===== src/rtl/hazard_unit.sv =====
// Hazard unit for the 5-stage MIPS pipeline: operand forwarding, load-use and
// branch stall detection, and a sequencer that freezes F/D/E during a divide.

module hazard_fwd (
    input  logic [4:0] srcD,
    input  logic [4:0] srcE,
    input  logic [4:0] writeregM,
    input  logic [4:0] writeregW,
    input  logic       regwriteM,
    input  logic       regwriteW,
    output logic       fwdD,
    output logic [1:0] fwdE
);
    logic hitM, hitW;

    // $0 is hard-wired zero, so a write to it must never be forwarded.
    assign hitM = regwriteM && (srcE != 5'd0) && (writeregM == srcE);
    assign hitW = regwriteW && (srcE != 5'd0) && (writeregW == srcE);
    assign fwdE = hitM ? 2'b10 : (hitW ? 2'b01 : 2'b00);
    assign fwdD = regwriteM && (srcD != 5'd0) && (writeregM == srcD);
endmodule

module hazard_unit #(
    parameter int DIV_CYCLES = 32,
    parameter int CNT_W      = 6
) (
    input  logic       clk,
    input  logic       rst,
    input  logic [4:0] rsD,
    input  logic [4:0] rtD,
    input  logic [4:0] rsE,
    input  logic [4:0] rtE,
    input  logic [4:0] writeregE,
    input  logic [4:0] writeregM,
    input  logic [4:0] writeregW,
    input  logic       regwriteE,
    input  logic       regwriteM,
    input  logic       regwriteW,
    input  logic       memtoregE,
    input  logic       memtoregM,
    input  logic       branchD,
    input  logic       divE,
    output logic       stallF,
    output logic       stallD,
    output logic       stallE,
    output logic       flushE,
    output logic       forwardaD,
    output logic       forwardbD,
    output logic [1:0] forwardaE,
    output logic [1:0] forwardbE,
    output logic       div_busy,
    output logic       div_ready
);
    localparam int NUM_SRC = 2;

    localparam logic [1:0] IDLE = 2'd0;
    localparam logic [1:0] BUSY = 2'd1;
    localparam logic [1:0] DONE = 2'd2;

    logic [NUM_SRC-1:0][4:0] srcD, srcE;
    logic [NUM_SRC-1:0]      fwdD;
    logic [NUM_SRC-1:0][1:0] fwdE;

    // Operand 0 is rs, operand 1 is rt.
    assign srcD = {rtD, rsD};
    assign srcE = {rtE, rsE};

    for (genvar g = 0; g < NUM_SRC; g++) begin : gFwd
        hazard_fwd uFwd (
            .srcD      (srcD[g]),
            .srcE      (srcE[g]),
            .writeregM (writeregM),
            .writeregW (writeregW),
            .regwriteM (regwriteM),
            .regwriteW (regwriteW),
            .fwdD      (fwdD[g]),
            .fwdE      (fwdE[g])
        );
    end

    assign forwardaD = fwdD[0];
    assign forwardbD = fwdD[1];
    assign forwardaE = fwdE[0];
    assign forwardbE = fwdE[1];

    logic [1:0]       state;
    logic [CNT_W-1:0] cnt;
    logic             useE, useM, lwstall, branchstall, divstall;

    // Register $0 still counts here; stalling on it is harmless and simpler.
    assign useE        = (writeregE == rsD) || (writeregE == rtD);
    assign useM        = (writeregM == rsD) || (writeregM == rtD);
    assign lwstall     = memtoregE && useE;
    assign branchstall = branchD && ((regwriteE && useE) || (memtoregM && useM));
    assign divstall    = ((state == IDLE) && divE) || (state == BUSY);

    assign stallF    = lwstall || branchstall || divstall;
    assign stallD    = stallF;
    assign stallE    = divstall;
    // A frozen E must keep its divide, so no bubble while the divide stalls.
    assign flushE    = (lwstall || branchstall) && !divstall;
    assign div_busy  = (state == BUSY);
    assign div_ready = (state == DONE);

    always_ff @(posedge clk or negedge rst) begin
        if (!rst) begin
            state <= IDLE;
            cnt   <= '0;
        end else begin
            case (state)
                IDLE: if (divE) begin
                    state <= BUSY;
                    cnt   <= CNT_W'(DIV_CYCLES - 1);
                end
                BUSY: if (cnt == CNT_W'(1)) begin
                    state <= DONE;
                    cnt   <= '0;
                end else begin
                    cnt   <= cnt - CNT_W'(1);
                end
                // divE is still high as the divide leaves E; DONE ignores it.
                DONE: state <= IDLE;
                default: begin
                    state <= IDLE;
                    cnt   <= '0;
                end
            endcase
        end
    end
endmodule

===== config.mk =====
export PLATFORM = sky130hd
export DESIGN_NAME = hazard_unit
export DESIGN_NICKNAME = d
export VERILOG_FILES = /design/src/rtl/hazard_unit.sv
export SDC_FILE = /design/constraint.sdc
export NUM_CORES = 1
export LEC_CHECK = 0
export BUFFER_PORTS_ARGS = -buffer_cell sky130_fd_sc_hd__buf_2
export CAP_MARGIN = 20
export CORE_AREA = 5 5 55 57
export DETAILED_ROUTE_END_ITERATION = 12
export DIE_AREA = 0 0 60 62
export PLACE_DENSITY = 0.86
export SLEW_MARGIN = 10
export SYNTH_ARGS = -nofsm -noshare
export SYNTH_HDL_FRONTEND = slang
export SYNTH_HIERARCHICAL = 1
export SYNTH_SLANG_ARGS = --single-unit

===== constraint.sdc =====
create_clock -name clk -period 4.7 [get_ports clk]
set_input_delay 0.235 -clock clk [delete_from_list [all_inputs] [get_ports clk]]
set_output_delay 0.235 -clock clk [all_outputs]
set_load 0.02 [all_outputs]

# Yosys cells after proc, flatten, opt, wreduce, memory -nomap -nowiden
# Index checks and enable logic that the tools add are counted.
classes:
  addsub: 1
  eq_ne: 13
  mux: 10
  bitwise_logic: 1
  reduce_logical: 32
op_table:
  columns: ["cell", "n"]
  rows:
  - ["$eq 5x5->1", 8]
  - ["$reduce_bool 5->1", 4]
  - ["$logic_and 1x1->1", 18]
  - ["$pmux 6 s3", 1]
  - ["$mux 6", 2]
  - ["$mux 2", 4]
  - ["$eq 6x1->1 const B", 1]
  - ["$logic_or 1x1->1", 6]
  - ["$sub 6x1->6 const B", 1]
  - ["$pmux 2 s2", 1]
  - ["$reduce_and 2->1", 2]
  - ["$eq 2x1->1 const B", 1]
  - ["$eq 2x2->1 const B", 1]
  - ["$logic_not 2->1", 1]
  - ["$mux 1", 2]
  - ["$ne 2x1->1 const B", 1]
  - ["$ne 2x2->1 const B", 1]
  - ["$logic_not 1->1", 1]
  - ["$not 1->1", 1]
word_totals:
  regBits: 8
  in_bits: 44
  elab_cells: 59

# Logic depth before layout (Yosys ltp)
# Gate-level depths: netlist (run 1).
depth:
  word_depth: 7
  mapped_depth: 6

# Modules after synthesis
# Netlist (run 1), hierarchy kept.
modules_own_cells:
  columns: ["mod", "instances", "cells_per_inst", "area_each_um2", "seq_area_each_um2"]
  rows:
  - ["hazard_unit", 1, 88, 740.7, 200.2]
  - ["hazard_fwd", 2, 29, 214.0, 0.0]

# Worst setup path after synthesis (run 1)
# Ideal clock, no wire load.
synth_timing:
  path_kind: "input-to-output"
  from: "in writeregM[2]"
  to: "out forwardaE[0]"
  arrival_ns: 1.590
  required_ns: 4.465
  setup_slack_ns: 2.875
  cell_stages: 3
  cell_sequence: "xnor2_1 > and2_1 > a2111oi_0"
synth_via:
  elab_chain_len: 3
synth_lines:
  columns: ["item", "line_no", "source"]
  rows:
  - ["from (decl)", "34", "input logic [4:0] writeregM,"]
  - ["$eq 5x5->1", "17", "assign hitM = regwriteM && (srcE != 5'd0) && (writeregM == srcE);"]
  - ["$logic_and 1x1->1", "17", null]
  - ["$mux 2", "19", "assign fwdE = hitM ? 2'b10 : (hitW ? 2'b01 : 2'b00);"]
  - ["to (decl)", "49", "output logic [1:0] forwardaE,"]
# No other way between the ends.

# Final worst setup path (run 1)
layout_timing:
  from: "reg state[0]"
  to: "out flushE"
layout_via:
  elab_chain_len: 5
  elab_cells_between_ends: 6
layout_lines:
  columns: ["item", "line_no", "source"]
  rows:
  - ["from (decl)", "86", "logic [1:0] state;"]
  - ["from (signal assigned)", "107", "state <= IDLE;"]
  - ["from (signal assigned)", "112", "state <= BUSY;"]
  - ["from (signal assigned)", "116", "state <= DONE;"]
  - ["$logic_not 2->1", "95", "assign divstall = ((state == IDLE) && divE) || (state == BUSY);"]
  - ["$logic_and 1x1->1", "95", null]
  - ["$logic_or 1x1->1 *", "95", null]
  - ["$logic_not 1->1 *", "101", "assign flushE = (lwstall || branchstall) && !divstall;"]
  - ["$logic_and 1x1->1 *", "101", null]
  - ["to (decl)", "46", "output logic flushE,"]
# Every way passes the cells marked *; elsewhere a longest branch is shown, timed or not.

==> impl_metrics.py, run 1 <==
metrics = {
    "logic_synthesis": {
        "synthMuxAreaShare": 0,
        "synth-compound-area-share": 0.148,
        "syn-num-nets": 192,
        "synth_top_cell_area_share": 0.217,
        "synth_warnings": 6,
        "synth-seq-area-share": 0.171,
        "synthSimpleGateAreaFrac": 0.247,
        "synthDistinctLibCells": 36,
        "syn_area_per_cell_um2": 8.00,
        "synth_top_family_by_area": "XOR/XNOR gates",
        "netlist_top_cells_area": "xor2_1, dfrtp_1, xnor2_1, nand2_1, nor2_1",
        "async_reset_ff_frac": 1.00,
        "yosys_register_bits": 8,
        "synthAdderAreaFrac": 0.0214,
        "syn_inst": 146,
        "synth_top_area_cell": "xor2_1",
        "synth_xor_area_frac": 0.367,
        "syn_area_um2": 1170,
        "synth-main-ff-cell": "dfrtp_1",
        "synth_edf_count": 0,
    },
    "power_and_ir_drop": {
        "p_clk_frac": 0.120,
        "p_seq_frac": 0.321,
        "p_int_mw": 0.241,
        "switching_power_mw": 0.188,
        "comb_power_share": 0.559,
        "p_leak_nw": 0.686,
        "total_power_mw": 0.429,
        "power_density_nw_per_um2": 289,
        "vdd_drop_max_mv": 0.244,
        "p_sw_frac": 0.438,
    },
    "cells_and_area": {
        "final_util": 0.610,
        "area_growth_pct": 27.0,
        "seq_area_um2": 200,
        "fillers": 226,
        "fin_nets": 248,
        "postLayoutCellArea_um2": 1480,
        "multi_input_area_um2": 916,
        "n_antenna_cell": 0,
        "drive_gt1_frac": 0.320,
    },
    "timing": {
        "drv_slew": 0,
        "finalHoldViolations": 0,
        "fin_worst_skew_ps": 9.13,
        "clock.fmax_ghz": 0.563,
        "setup_violations": 0,
        "holdWs_ps": 336,
        "tightest_slew_ps": 474,
        "finalCritPeriodShare": 0.378,
        "layout_min_cycle_time_ps": 1780,
        "rsz0062_at_grt": "no",
        "setup_tns_ps": 0,
        "max-slew-margin-rel": 0.684,
    },
    "worst_setup_path": {
        "rr_worst_depth": 6,
        "cp.required_ps": 4470,
        "path_class": "register to output pin",
        "crit_arrival_ps": 1540,
        "cp_max_fo": 17,
        "rrSetupSlack_ps": 3070,
        "critPathLaunchType": "register",
        "cp-end-kind": "output pin",
    },
    "grt": {
        "grt_pass1_wl_mm": 5.11,
        "grt_usage": 0.176,
        "grt_pass1_vias": 1210,
        "grt_overflow": 0,
        "grt_max_degree": 18,
        "antenna_found_initial": 0,
    },
    "die": {
        "die_h_um": 62,
        "start_util": 0.480,
        "io_pins": 56,
        "core_um2": 2430,
        "die_w_um": 60,
        "die-area_um2": 3720,
        "num_rows": 18,
    },
    "detailed_routing": {
        "drtPass1Iterations": 4,
        "dr.max_layer_used": "met4",
        "remaining_drc_errors": 0,
        "wl_per_cell_um": 13.0,
        "num_vias": 1214,
        "drt_iter0_drc": 28,
        "wirelength_mm": 2.99,
        "vias_per_cell": 5.28,
        "ant_nets": 0,
        "wl_met1_mm": 1.23,
        "wl_met2_mm": 1.52,
        "dr_wl_met3_um": 244,
    },
    "cts": {
        "clockBufferDepth": 2,
        "cts_setup_buffers": 0,
        "ctsHoldBuffers": 1,
        "clk_latency_ps": 250,
        "cts_buffers": 3,
        "post_cts_resized": 0,
        "clock-sinks": 8,
        "cts_root_buf": "clkbuf_4",
        "path_clk_slew_ps": 50,
        "cts_tree": "yes",
        "htreeDepth": 1,
    },
    "placement": {
        "port_buffers": 55,
        "placed_cell_area_um2": 1450,
        "gp_congestion": 0.855,
        "dpl.hpwl_mm": 2.60,
    },
    "hold_path": {
        "min_path_cells": 4,
        "min_path_type": "primary input to register",
    },
    "outcome": {
        "status": "finished clean",
    },
    "job": {
        "maxCapViolations": 0,
    },
}
through the flow:
step / worst slack [ps] / instances
after global placement: 3120 / 226
after floorplan: 2870 / 146
after CTS: 2910 / 230
final: 2920 / 230
after global routing: 2770 / 230
after detailed placement: 3080 / 226
Yosys cell counts, types with 3 or more instances:
cell type and count:
nor2b_1 3, and2_1 3, nor4_1 6, nor2_1 10, xor2_1 29, inv_1 6, xnor2_1 20, a21oi_1 4
o21ai_0 4, dfrtp_1 8, nand2_1 12, buf_4 3, nand3_1 3
cell families after synthesis:
group | Yosys count
AO/OA/AOI/OAI | 25
flip-flops | 8
XOR/XNOR | 49
AND/OR/NAND/NOR | 51
buffers and inverters | 11
adder cells (fa/ha/maj) | 2
registers in the layout, indices dropped and copies added (netlist names):
| signal | flops |
|---|---|
| cnt | 6 |
| state | 2 |
metal layers:
metal / track usage / vias to the layer above
met5: 0 / -
met4: 0.0190 / 0
met3: 0.0517 / 2
met2: 0.336 / 48
met1: 0.200 / 549
li1: - / 615
worst paths after layout:
kind / end / startpoint
min in group asynchronous: cnt[1] / rst
max in group asynchronous: state[0] / rst
setup / recovery: flushE / state[0]
setup reg to reg: cnt[0] / cnt[1]
hold reg to reg: cnt[4] / cnt[4]
hold / removal: cnt[5] / divE
worst max-delay path, cell delays in order, from the launching register on:
cell	delay (ps)
dfrtp_1	630
nor2_1	80
or2_2	300
inv_1	80
a21oi_1	40
buf_2	160
layout by cell type (no fill, tap or decap), drive strengths merged, types with 3 or more instances in the layout:
master | netlist | layout
dfrtp | 8 | 8
o21ai | 6 | 6
nor4 | 6 | 6
buf | 3 | 55
nand3 | 3 | 3
nor2 | 10 | 10
xnor2 | 20 | 20
nor2b | 3 | 3
clkbuf | 2 | 3
inv | 6 | 6
a21oi | 4 | 4
xor2 | 29 | 29
and2 | 3 | 3
or4 | 3 | 3
nand2 | 12 | 12
area by class of cell:
class	count	area share
flip-flops and latches	8	0.135
repair buffers	56	0.192
multi-input cells	127	0.617
clock buffers	3	0.0152
well taps	30	0.0253
inverters	6	0.0152
power groups by stage:
stage          combinational (mW)  sequential [mW]  clock, mW
3_3_place_gp                0.231            0.136          0
6_report                    0.240            0.137     0.0514
4_1_cts                     0.243            0.137     0.0523
5_1_grt                     0.269            0.144     0.0563
2_1_floorplan               0.177            0.123          0
3_5_place_dp                0.241            0.138          0
Note: power is estimated with default switching activity, not from simulation.
==> run 2: changes to the inputs <==
Settings changed: CORE_AREA 5 5 55 57 to 5 5 57 59, DIE_AREA 0 0 60 62 to 0 0 62 64, PLACE_DENSITY 0.86 to 0.81.
Clock period 4.7 ns to 1.8 ns, I/O delays scaled along.
==> run 2 against run 1 <==
  * Power rose to 2.6 times the previous value
  * Highest routed layer unchanged
  * Final cell count up 0.87%
  * Clock power grew to 2.7 times the previous value
  * Hold slack got worse by 180 ps
  * Sequential cell count is the same
  * Combinational power rose to 2.7 times the previous value
  * Core utilization fell by 4.9 points
  * Sequential share of layout area decreased by 0.079 points
==> impl_metrics.py, run 2 (synthesis gave the netlist of run 1 again) <==
metrics = {
    "outcome": {
        "status": "finished clean",
    },
    "power_and_ir_drop": {
        "p_leak_nw": 0.690,
        "total_power_mw": 1.13,
        "vdd_drop_max_mv": 0.628,
        "power_density_nw_per_um2": 755,
    },
    "worst_setup_path": {
        "cp.required_ps": 1920,
        "crit_chain": "inv_1 > ha_1 > nand2b_4 > or4_4 > a31oi_1 > o22ai_1",
        "cp_slowest_cell": "or4_4",
        "r2r-start": "cnt[1]",
        "path_class": "register to register",
        "r2r_end": "cnt[0]",
        "rr_worst_depth": 6,
        "rrSetupSlack_ps": 190,
        "cp_max_fo": 5,
        "max_stage_delay_ps": 460,
        "cp-end-kind": "register",
        "crit_arrival_ps": 1740,
        "critPathLaunchType": "register",
    },
    "cells_and_area": {
        "n_antenna_cell": 0,
        "fin_nets": 249,
        "seq_area_um2": 200,
        "drive_gt1_frac": 0.323,
        "fillers": 261,
        "area_growth_pct": 27.7,
        "top_register": "cnt",
        "postLayoutCellArea_um2": 1490,
        "largest_register_ffs": 6,
        "layout_common_cells": "buf_2, xor2_1, xnor2_1, nand2_1, nor2_1",
        "multi_input_area_um2": 916,
        "top_regs": "cnt x6, state x2",
        "stdcell_count": 232,
        "final_common_cell": "buf_2",
    },
    "hold_path": {
        "min_path_type": "primary input to register",
        "hp-start": "divE",
        "min_to": "cnt[5]",
        "min_path_cells": 4,
    },
    "die": {
        "core_um2": 2660,
        "num_rows": 19,
        "die_w_um": 62,
        "start_util": 0.439,
        "die_h_um": 64,
        "io_pins": 56,
        "die-area_um2": 3970,
    },
    "cts": {
        "cts_setup_buffers": 0,
        "htreeDepth": 1,
        "clock-sinks": 8,
        "post_cts_resized": 0,
        "ctsHoldBuffers": 1,
        "clockBufferDepth": 2,
        "cts_root_buf": "clkbuf_4",
        "cts_buffers": 3,
        "cts_tree": "yes",
        "clk_latency_ps": 260,
        "path_clk_slew_ps": 60,
    },
    "detailed_routing": {
        "wl_per_cell_um": 13.2,
        "remaining_drc_errors": 0,
        "vias_per_cell": 5.30,
        "drt_iter0_drc": 33,
        "num_vias": 1230,
        "wirelength_mm": 3.06,
        "drtPass1Iterations": 4,
        "ant_nets": 0,
    },
    "placement": {
        "placed_cell_area_um2": 1460,
        "place_inst": 228,
        "port_buffers": 55,
        "gp_congestion": 0.785,
        "dpl.hpwl_mm": 2.57,
        "pre_cts_ws_ps": 203,
    },
    "timing": {
        "setup_tns_ps": 0,
        "tightest_slew_ps": 435,
        "drv_slew": 0,
        "rsz0062_at_grt": "no",
        "layout_setup_ws_ps": 187,
        "finalCritPeriodShare": 0.896,
        "clock.fmax_ghz": 0.620,
        "max-slew-margin-rel": 0.710,
        "layout_min_cycle_time_ps": 1610,
        "finalHoldViolations": 0,
        "setup_violations": 0,
        "fin_worst_skew_ps": 2.41,
    },
    "grt": {
        "grt_max_degree": 14,
        "antenna_found_initial": 0,
        "grt_overflow": 0,
        "grt_usage": 0.163,
        "grt_pass1_wl_mm": 5.22,
        "grt_pass1_vias": 1316,
    },
    "job": {
        "maxCapViolations": 0,
    },
}
## run 2: cell count changes in the layout (fill, tap and decap cells not counted), sizes merged
cell / previous run / this run
buf: 55 / 56
## run 2: layer usage
| layer | share of wire | GRT usage | vias to the layer above |
|---|---|---|---|
| li1 | - | - | 624 |
| met1 | 0.42 | 0.200 | 553 |
| met2 | 0.50 | 0.288 | 48 |
| met3 | 0.069 | 0.0201 | 5 |
| met4 | 0.0088 | 0.0451 | 0 |
| met5 | 0 | 0 | - |
## run 2: report_power, final
| part | switching, mW | internal [mW] |
|---|---|---|
| combinational | 0.340 | 0.299 |
| clock | 0.0641 | 0.0765 |
| sequential | 0.0877 | 0.259 |
## run 2: cell type report
cell class | instances | share of cell area
clock buffer | 3 | 0.0151
tap | 31 | 0.0260
timing repair buffer | 57 | 0.196
inverter | 6 | 0.0151
multi-input combinational | 127 | 0.614
sequential | 8 | 0.134
## run 2: worst max-delay path by stage
stage	startpoint	endpoint	slack, ps	cells past startpoint
6_report	cnt[1]	cnt[0]	190	6
3_3_place_gp	cnt[1]	cnt[0]	220	6
3_5_place_dp	cnt[1]	cnt[0]	200	6
5_1_grt	cnt[1]	cnt[0]	80	6
2_1_floorplan	writeregM[2]	forwardaE[0]	260	3
4_1_cts	cnt[1]	cnt[0]	180	6
## run 2: per-stage QoR
stage                util  hold slack, ps
global placement    0.548           -59.9
floorplan               -            -206
finish              0.561             158
global route        0.561             184
CTS                 0.561             149
detailed placement  0.548           -57.7
## run 2: worst max-delay path, delay by kind of cell, from the launching register on
family / cells / cell delay (ps)
AO/OA/AOI/OAI: 2 / 270
adder cells (fa/ha/maj): 1 / 210
buffers and inverters: 1 / 100
flip-flops: 1 / 380
AND/OR/NAND/NOR: 2 / 520
